### src/rtl/adbg_jsp_apb_host.sv
// rtl/adbg_jsp_apb_host.sv - APB master draining/filling the JSP 16550 window as rx/tx byte streams.
// Optional macro ADBG_JSP_HOST_INT_EN: write IER_VAL at init and poll LSR immediately on int_i.
module adbg_jsp_apb_host #(
    parameter int         POLL_DLY = 16,
    parameter logic [3:0] IER_VAL  = 4'h3
) (
    input  logic       PCLK,
    input  logic       PRESETn,
    output logic       PSEL,
    output logic       PENABLE,
    output logic [2:0] PADDR,
    output logic       PWRITE,
    output logic [7:0] PWDATA,
    input  logic [7:0] PRDATA,
    input  logic       PREADY,
    input  logic       PSLVERR,
    input  logic       int_i,
    input  logic [7:0] tx_data,
    input  logic       tx_valid,
    output logic       tx_ready,
    output logic [7:0] rx_data,
    output logic       rx_valid,
    input  logic       rx_ready,
    output logic       err_o
);
`ifdef ADBG_JSP_HOST_INT_EN
    localparam bit INT_EN = 1'b1;
`else
    localparam bit INT_EN = 1'b0;
`endif
    localparam logic [7:0] IER_WR = INT_EN ? {4'h0, IER_VAL} : 8'h00;
    localparam int CW = (POLL_DLY > 1) ? $clog2(POLL_DLY + 1) : 1;
    localparam logic [CW-1:0] POLL_LD = CW'(POLL_DLY);

    typedef enum logic [2:0] {
        INIT_LCR, INIT_IER, IDLE, LSR_RD, RX_RD, TX_WR
    } state_t;

    state_t        state_q, state_d;
    logic          psel_q, psel_d, penable_q, penable_d, pwrite_q, pwrite_d;
    logic [2:0]    paddr_q, paddr_d;
    logic [7:0]    pwdata_q, pwdata_d, rx_data_q, rx_data_d;
    logic          rx_valid_q, rx_valid_d, last_rx_q, last_rx_d;
    logic [CW-1:0] cnt_q, cnt_d;
    logic          done, setup, rx_ok, tx_ok;
    logic [7:0]    lsr;

    assign done  = psel_q & penable_q & PREADY;
    // An errored LSR read reads as all-zero so the master falls back to IDLE.
    assign lsr   = PSLVERR ? 8'h00 : PRDATA;
    assign rx_ok = lsr[0] & ~rx_valid_q;
    assign tx_ok = lsr[5] & tx_valid;

    always_comb begin
        state_d    = state_q;
        psel_d     = psel_q;
        penable_d  = penable_q;
        paddr_d    = paddr_q;
        pwrite_d   = pwrite_q;
        pwdata_d   = pwdata_q;
        rx_data_d  = rx_data_q;
        rx_valid_d = rx_valid_q & ~rx_ready;
        last_rx_d  = last_rx_q;
        cnt_d      = cnt_q;
        setup      = 1'b0;
        if (state_q == IDLE) begin
            if (cnt_q == '0 || (INT_EN && int_i)) begin
                state_d = LSR_RD;
                setup   = 1'b1;
            end else begin
                cnt_d = cnt_q - 1'b1;
            end
        end else if (!psel_q) begin
            setup = 1'b1;
        end else if (!penable_q) begin
            penable_d = 1'b1;
        end else if (PREADY) begin
            case (state_q)
                INIT_LCR: state_d = INIT_IER;
                INIT_IER: state_d = IDLE;
                LSR_RD: begin
                    last_rx_d = 1'b0;
                    if (rx_ok && !(tx_ok && last_rx_q)) state_d = RX_RD;
                    else if (tx_ok)                     state_d = TX_WR;
                    else                                state_d = IDLE;
                end
                RX_RD: begin
                    state_d = LSR_RD;
                    if (!PSLVERR) begin
                        rx_data_d  = PRDATA;
                        rx_valid_d = 1'b1;
                        last_rx_d  = 1'b1;
                    end
                end
                default: state_d = LSR_RD;
            endcase
            if (state_d == IDLE) begin
                psel_d    = 1'b0;
                penable_d = 1'b0;
                cnt_d     = POLL_LD;
            end else begin
                setup = 1'b1;
            end
        end
        if (setup) begin
            psel_d    = 1'b1;
            penable_d = 1'b0;
            case (state_d)
                INIT_LCR: begin paddr_d = 3'd3; pwrite_d = 1'b1; pwdata_d = 8'h03;   end
                INIT_IER: begin paddr_d = 3'd1; pwrite_d = 1'b1; pwdata_d = IER_WR;  end
                LSR_RD:   begin paddr_d = 3'd5; pwrite_d = 1'b0; pwdata_d = 8'h00;   end
                RX_RD:    begin paddr_d = 3'd0; pwrite_d = 1'b0; pwdata_d = 8'h00;   end
                TX_WR:    begin paddr_d = 3'd0; pwrite_d = 1'b1; pwdata_d = tx_data; end
                default:  begin paddr_d = paddr_q; pwrite_d = pwrite_q; pwdata_d = pwdata_q; end
            endcase
        end
    end

    always_ff @(posedge PCLK or negedge PRESETn) begin
        if (!PRESETn) begin
            state_q    <= INIT_LCR;
            psel_q     <= 1'b0;
            penable_q  <= 1'b0;
            paddr_q    <= 3'd0;
            pwrite_q   <= 1'b0;
            pwdata_q   <= 8'h00;
            rx_data_q  <= 8'h00;
            rx_valid_q <= 1'b0;
            last_rx_q  <= 1'b0;
            cnt_q      <= '0;
        end else begin
            state_q    <= state_d;
            psel_q     <= psel_d;
            penable_q  <= penable_d;
            paddr_q    <= paddr_d;
            pwrite_q   <= pwrite_d;
            pwdata_q   <= pwdata_d;
            rx_data_q  <= rx_data_d;
            rx_valid_q <= rx_valid_d;
            last_rx_q  <= last_rx_d;
            cnt_q      <= cnt_d;
        end
    end

    assign PSEL     = psel_q;
    assign PENABLE  = penable_q;
    assign PADDR    = paddr_q;
    assign PWRITE   = pwrite_q;
    assign PWDATA   = pwdata_q;
    assign rx_data  = rx_data_q;
    assign rx_valid = rx_valid_q;
    // Both pulses coincide with the completing access cycle.
    assign tx_ready = done && (state_q == TX_WR);
    assign err_o    = done & PSLVERR;
endmodule

### config.mk
export PLATFORM = sky130hd
export DESIGN_NAME = adbg_jsp_apb_host
export DESIGN_NICKNAME = d
export VERILOG_FILES = /design/src/rtl/adbg_jsp_apb_host.sv
export SDC_FILE = /design/constraint.sdc
export NUM_CORES = 1
export LEC_CHECK = 0
export CORE_UTILIZATION = 45
export CTS_CLUSTER_SIZE = 10
export DETAILED_ROUTE_END_ITERATION = 12
export HOLD_SLACK_MARGIN = 0.15
export PLACE_DENSITY = 0.81
export SYNTH_ARGS = -nofsm -noshare
export SYNTH_HDL_FRONTEND = slang
export SYNTH_SLANG_ARGS = --single-unit
### constraint.sdc
create_clock -name PCLK -period 3 [get_ports PCLK]
set_input_delay 0.3 -clock PCLK [delete_from_list [all_inputs] [get_ports PCLK]]
set_output_delay 0.3 -clock PCLK [all_outputs]
set_load 0.02 [all_outputs]
# Word-level counts from Yosys, hierarchy flattened
# Index checks and enable logic that the tools add are counted.
[classes]
n_addsub = 1
eq_ne = 13
mux = 44
bitwise_logic = 10
n_reduce_logical = 27
[op_table]
columns = ["op", "n"]
rows = [
  ["$mux W3", 11],
  ["$mux W5", 6],
  ["$pmux W8 S3", 1],
  ["$mux W1", 21],
  ["$reduce_bool A2 Y1", 7],
  ["$eq A3 B2 Y1 const B", 4],
  ["$eq A3 B3 Y1 const B", 4],
  ["$pmux W3 S4", 1],
  ["$reduce_and A6 Y1", 2],
  ["$pmux W3 S3", 1],
  ["$reduce_and A2 Y1", 4],
  ["$and A1 B1 Y1", 6],
  ["$eq A3 B1 Y1 const B", 2],
  ["$logic_not A3 Y1", 2],
  ["$mux W6", 1],
  ["$ne A2 B2 Y1 const B", 3],
  ["$reduce_or A3 Y1", 2],
  ["$logic_not A5 Y1", 1],
  ["$reduce_and A5 Y1", 1],
  ["$sub A5 B1 Y5 const B", 1],
  ["$not A1 Y1", 4],
  ["$pmux W1 S2", 2],
  ["$reduce_bool A4 Y1", 1],
  ["$reduce_or A2 Y1", 2],
  ["3 further kinds", 5],
]
[word_totals]
register_bits = 32
word_cells = 105

# Longest topological paths before layout
# Gate-level depths: netlist (run 1).
[logic_depth]
word_depth = 19
ltp_mapped = 8

# Least setup slack after synthesis (run 1)
# Ideal clock, no wire load.
[synth_path]
kind = "reg-to-reg"
start = "register state_q[2]"
end = "register pwdata_q[2] (netlist: PWDATA[2])"
setup_time_ns = 0.129
arrival_ns = 2.026
required_ns = 2.871
setup_slack_ns = 0.845
stages_incl_launch_ff = 9
path_buffers = 3
path_cell_list = "dfrtp_1 buf_6 or3b_1 buf_2 or3_4 o22ai_4 and2_1 buf_6 o221ai_2"
[synth_via]
elab_chain_len = 14
elab_cells_between_ends = 29
cone_classes = "8 x eq/ne; 16 x mux; 5 x reduce/logical"
[synth_lines]
columns = ["item", "line_no", "source"]
rows = [
  ["start: declaration", "39", "state_t state_q, state_d;"],
  ["start signal: assignment", "132", "state_q <= state_d;"],
  ["$eq A3 B2 Y1, or another cell as far along", "78", "case (state_q)"],
  ["$pmux W3 S3", "78", ""],
  ["$mux W3", "77", "end else if (PREADY) begin"],
  ["$mux W3", "75", "end else if (!penable_q) begin"],
  ["$mux W3", "73", "end else if (!psel_q) begin"],
  ["$mux W3", "66", "if (state_q == IDLE) begin"],
  ["$mux W3", "77", ""],
  ["$mux W3", "75", ""],
  ["$mux W3", "73", ""],
  ["$mux W3 (*)", "66", ""],
  ["named net state_d[0]", "39", ""],
  ["$eq A3 B3 Y1, or another cell as far along", "108", "case (state_d)"],
  ["$reduce_or A3 Y1 (no line)", "--", ""],
  ["$reduce_bool A3 Y1 (no line)", "--", ""],
  ["$reduce_and A2 Y1 (no line)", "--", ""],
  ["end signal: assignment", "137", "pwdata_q <= pwdata_d;"],
  ["end: declaration", "42", "logic [7:0] pwdata_q, pwdata_d, rx_data_q, rx_data_d;"],
]
# Mark *: on every way through the listed nets, which the timed path passes. The rest lies on a longest branch. The select of a mux whose other input is x is not followed.
# A chain may end at the register's enable or synchronous reset.

# Final worst setup path (run 1)
[layout_path]
start = "register state_q[2]"
end = "register pwdata_q[6] (netlist: PWDATA[6])"
# The elaborated chain is that of the path after synthesis.

==> impl_metrics.json, run 1 <==
{
  "status": "finished clean",
  "leakage_nw": 0.986,
  "clockBufferDepth": 2,
  "crit_chain": "or3b_1 -> or3_4 -> o22ai_4 -> and2_1 -> o221ai_2",
  "yosysSeqAreaShare_pct": 48.5,
  "detail-route-antenna-nets": 0,
  "core_area_mm2": 0.00342,
  "power_density_mw_per_mm2": 1110,
  "max_slew.worst_pin.slew_ns": 0.536,
  "hold_violations": 0,
  "min_period_over_period_pct": 81.2,
  "antenna_found_initial": 0,
  "clock_sinks": 32,
  "path_buf_inv": 0,
  "htreeDepth": 2,
  "dp_hpwl_mm": 2.55,
  "port_buffers": 46,
  "fillers": 278,
  "cts_resized": 0,
  "clk_pin_slew_ns": 0.11,
  "post_cts_buffers": 0,
  "max_slew_margin_pct": 63.8,
  "first_iter_violations": 42,
  "power_mw": 2.47,
  "post_synth_instance_area_mm2": 0.00165,
  "critical_path_required_ns": 3.22,
  "cts_made_buffers": 5,
  "wl_mm": 3.52,
  "critPathTopFamily": "simple AND/OR/NAND/NOR gates",
  "arrival_ns": 2.65,
  "die_w_um": 62.6,
  "fin_tns_setup_ns": 0,
  "hold_buffers": 0,
  "max-vdd-ir-drop_v": 0.000591,
  "area_growth_pct": 35.0,
  "yosysUniqueCellTypes": 43,
  "crit_fanout": 11,
  "crit_path_max_incr_delay_ns": 0.52,
  "initial_utilization_pct": 48.3,
  "synth_seq_cells": 32,
  "multi_input_area_um2": 768,
  "cts-root-buf": "clkbuf_4",
  "grt_pass1_vias": 1435,
  "io-pin-count": 48,
  "skew_ns": 0.00881,
  "dieArea_mm2": 0.00391,
  "tritoncts": "yes",
  "syn_nets": 181,
  "setup_viol": 0,
  "final_max_slew_viol_count": 0,
  "cp-end-kind": "flop",
  "maxCapViolCount": 0,
  "worstSetupPathType": "flop to flop",
  "synthArstFlopShare_pct": 100,
  "vias_per_cell": 5.39,
  "rsz0062_at_grt": "false",
  "synth_edf_count": 0,
  "grt_remaining_overflow": 0,
  "post-route-util_pct": 65.2,
  "regArea_um2": 801,
  "drtPass1Iterations": 4,
  "rows": 21,
  "grt_pass1_wl_mm": 6.05,
  "drive_gt1_share_pct": 17.3,
  "grt_max_degree": 33,
  "placedCellCount": 246,
  "fp.dieH_um": 62.6,
  "place_congestion": 0.851,
  "worstSetupStartpointType": "flop",
  "drt_drc_violations_left": 0,
  "synthFlopType": "dfrtp_1",
  "diodes": 0,
  "stdcell_count": 254,
  "ys_warn_count": 0,
  "timing.fmax_mhz": 411,
  "grtUsageTotal_pct": 19.7,
  "layout_common_cells": "clkdlybuf4s50_1 (46), dfrtp_1 (32), nand2_1 (24)",
  "vias": 1368,
  "finalCriticalPeriod_ns": 2.44,
  "avgSynthCellArea_um2": 10.5,
  "clkLatencyLatePin_ns": 0.34,
  "layout_commonest_cell": "clkdlybuf4s50_1",
  "hp-class": "input pin to asynchronous set/reset pin",
  "wl_per_cell_um": 13.9,
  "cp_slowest_cell": "or3b_1",
  "fin_nets": 231,
  "synthCells": 157
}
## layout make-up
type / count / area share (%)
clock buffer: 5 / 1.69
inverter: 12 / 2.02
multi-input combinational: 108 / 34.5
timing repair buffer: 48 / 21.3
sequential: 32 / 36.0
tap: 46 / 2.58
clock inverter: 3 / 1.91
## synth_stat cells (all sizes together) (2+ instances only)
library cell / number / share of area [%]
dfrtp: 32 / 49
nand2: 24 / 5.5
inv: 12 / 2.7
mux2: 9 / 6.1
o21ai: 9 / 2.7
a21oi: 8 / 2.4
nor2: 6 / 1.4
o221ai: 6 / 5.5
nand2b: 5 / 1.9
a211oi: 4 / 1.8
buf: 4 / 2.0
and2: 3 / 1.1
nor3: 3 / 0.91
or2: 3 / 1.1
and3: 2 / 0.76
nand3: 2 / 1.4
o22a: 2 / 1.1
or3b: 2 / 1.1
## cells by family (layout without fill, tap and decap cells)
logic type	count (synthesis)	count (layout)	synth area share (%)
and+or+nand+nor	56	56	17.9
AOI/OAI and AO/OA	40	40	20.6
DFF	32	32	48.5
buffers and inverters	17	68	4.93
muxes	10	10	6.75
adders and majority gates	1	1	0.758
xor gates and xnor gates	1	1	0.531
## path summary, 6_finish.rpt
check / from / to / slack, ns / cells past startpoint
max: state_q[2] / PWDATA[6] / 0.56 / 5
min: PRESETn / PWDATA[6] / 0.34 / 2
max reg2reg: state_q[2] / PWDATA[6] / 0.56 / 5
min reg2reg: rx_data[2] / rx_data[2] / 0.51 / 1
max in group asynchronous: PRESETn / cnt_q[3] / 2.36 / 2
min in group PCLK: rx_data[2] / rx_data[2] / 0.51 / 1
## report_power, final
part           total (mW)  internal [mW]  switching [mW]
logic                1.37          0.626           0.739
registers           0.773          0.609           0.164
clock network       0.331          0.174           0.157
total                2.47           1.41            1.06
## worst reg2reg max path: stages (launching register included)
cell	delay, ns
dfrtp_1	0.50
or3b_1	0.52
or3_4	0.43
o22ai_4	0.33
and2_1	0.40
o221ai_2	0.14
## layer usage
| layer | routed length (um) | vias to the layer above | global-route usage, % |
|---|---|---|---|
| met1 | 1480 | 667 | 21.9 |
| li1 | - | 657 | - |
| met2 | 1780 | 36 | 34.6 |
| met3 | 205 | 8 | 6.93 |
| met4 | 63 | 0 | 7.27 |
| met5 | 0 | - | 0 |
## stage by stage
step | cell area (um^2) | setup slack (ns) | hold slack (ns)
2_1_floorplan | 1650 | 0.845 | 0.00441
3_3_place_gp | 2150 | 0.470 | 0.487
3_5_place_dp | 2150 | 0.381 | 0.494
4_1_cts | 2230 | 0.575 | 0.342
5_1_grt | 2230 | 0.451 | 0.368
6_report | 2230 | 0.565 | 0.341
## state kept, by name, indices dropped and copies added, names as in the netlist
name	flops
state_q	3
PENABLE	1
rx_data	8
last_rx_q	1
cnt_q	5
PADDR	3
PWDATA	8
PSEL	1
rx_valid	1
PWRITE	1
No activity file was read; power rests on OpenSTA's default activity.
==> run 2, diff against run 1 <==
==> constraint.sdc (replaced) <==
create_clock -name PCLK -period 2.4 [get_ports PCLK]
set_input_delay 0.24 -clock PCLK [delete_from_list [all_inputs] [get_ports PCLK]]
set_output_delay 0.24 -clock PCLK [all_outputs]
set_load 0.02 [all_outputs]
==> run 2 against run 1 <==
Against the previous run: sequential cell count unchanged; total power rose by 26%; clock power increased by 4%; global-route usage rose by 0.39 points; hold slack lost 0.054 ns; via count is 2.6% higher; maximum frequency is 8.6% higher; sequential share of layout area is 0.60 points lower; design area up 1.7%; cell count rose by 2.4%.
==> impl_metrics.json, run 2 (synthesized netlist as in run 1, its figures left out) <==
{
  "status": "finished clean",
  "regArea_um2": 801,
  "cts-root-buf": "clkbuf_4",
  "cp-end-kind": "flop",
  "drive_gt1_share_pct": 19.6,
  "leakage_nw": 1.02,
  "hp-class": "input pin to asynchronous set/reset pin",
  "vias_per_cell": 5.40,
  "rows": 21,
  "critPathLaunch": "state_q[1]",
  "initial_utilization_pct": 48.3,
  "clkLatencyLatePin_ns": 0.33,
  "dieArea_mm2": 0.00391,
  "clockBufferDepth": 2,
  "setup_viol": 0,
  "cp_slowest_cell": "dfrtp_1",
  "core_area_mm2": 0.00342,
  "tritoncts": "yes",
  "timing.fmax_mhz": 446,
  "antenna_found_initial": 0,
  "dp_hpwl_mm": 2.72,
  "post-route-util_pct": 66.3,
  "crit_path_max_incr_delay_ns": 0.47,
  "fillers": 280,
  "r2r_setup_slack_ns": 0.16,
  "grt_pass1_wl_mm": 6.18,
  "max_slew_margin_pct": 68.0,
  "post-place-ws_ns": 0.0765,
  "fin_nets": 238,
  "arrival_ns": 2.45,
  "place_congestion": 0.905,
  "hold_buffers": 0,
  "crit_fanout": 9,
  "skew_ns": 0.00682,
  "wl_per_cell_um": 14.0,
  "diodes": 0,
  "maxCapViolCount": 0,
  "fp.dieH_um": 62.6,
  "worstSetupStartpointType": "flop",
  "grtUsageTotal_pct": 20.1,
  "post_cts_buffers": 0,
  "fin_tns_setup_ns": 0,
  "vias": 1404,
  "cts_resized": 0,
  "die_w_um": 62.6,
  "grt_remaining_overflow": 0,
  "timing.final.ws_setup_ns": 0.157,
  "critical_path_required_ns": 2.61,
  "area_growth_pct": 37.2,
  "crit_end": "PWDATA[7]",
  "power_density_mw_per_mm2": 1370,
  "drt_drc_violations_left": 0,
  "reg2reg_from": "state_q[1]",
  "r2r-end": "PWDATA[7]",
  "finalCriticalPeriod_ns": 2.24,
  "min_period_over_period_pct": 93.5,
  "final_max_slew_viol_count": 0,
  "max-vdd-ir-drop_v": 0.000786,
  "rsz0062_at_grt": "false",
  "grt_pass1_vias": 1461,
  "drtPass1Iterations": 4,
  "grt_max_degree": 33,
  "multi_input_area_um2": 768,
  "final_area_mm2": 0.00226,
  "power_mw": 3.10,
  "wl_mm": 3.65,
  "clk_pin_slew_ns": 0.09,
  "rr_worst_depth": 5,
  "first_iter_violations": 42,
  "hold_violations": 0,
  "max_slew.worst_pin.slew_ns": 0.474,
  "layout_common_cells": "clkdlybuf4s50_1 (46), dfrtp_1 (32), nand2_1 (24)",
  "clock_sinks": 32,
  "place_area_mm2": 0.00220,
  "port_buffers": 46,
  "layout_commonest_cell": "clkdlybuf4s50_1",
  "htreeDepth": 2,
  "io-pin-count": 48,
  "worstSetupPathType": "flop to flop",
  "cts_made_buffers": 5,
  "detail-route-antenna-nets": 0,
  "crit_chain": "or3b_1 -> or3_4 -> o22ai_4 -> and2_1 -> o221ai_2"
}
==> run 2: cell count changes in the layout (fill, tap and decap cells not counted), sizes merged <==
cell / previous run / this run
buf: 2 / 9
bufinv: 1 / 0
clkbuf: 5 / 7
clkinvlp: 1 / 0
clkinv: 1 / 0
==> run 2: power by group <==
group / internal [mW] / switching [mW]
clock network: 0.166 / 0.178
registers: 0.762 / 0.194
logic: 0.846 / 0.958
total: 1.77 / 1.33
==> run 2: per-stage QoR <==
step                      cells  hold WS, ns
after floorplan             157      -0.0556
after global placement      253        0.486
after detailed placement    253        0.493
after CTS                   260        0.301
after global routing        260        0.353
final                       260        0.287
==> run 2: layout make-up <==
cell class | count | area share, %
repair buffers | 55 | 23.3
well taps | 46 | 2.54
inverters | 12 | 1.99
multi-input cells | 108 | 33.9
flip-flops and latches | 32 | 35.4
clock buffers | 7 | 2.87
==> run 2: metal layers <==
layer  GRT usage, %  up-vias  share of wire, %
met5              0        -                 0
met2           34.6       40                50
li1               -      674                 -
met4           11.0        0               2.3
met3           5.66       11               6.0
met1           22.3      679                42
==> run 2: how the worst min path moves through the flow <==
stage                     startpoint          to  slack, ns  cells after the start
after floorplan              PRESETn    PADDR[0]      -0.06                      0
after CTS                    PRESETn   PWDATA[5]       0.30                      2
after global routing         PRESETn   PWDATA[5]       0.35                      2
after global placement    rx_data[3]  rx_data[3]       0.49                      1
final                        PRESETn   PWDATA[5]       0.29                      2
after detailed placement  rx_data[0]  rx_data[0]       0.49                      1
==> run 2: critical path, delay by kind of cell (launching register included) <==
family | cells | cell delay [ns]
flip-flops | 1 | 0.47
AO/OA/AOI/OAI | 2 | 0.44
AND/OR/NAND/NOR | 3 | 1.21
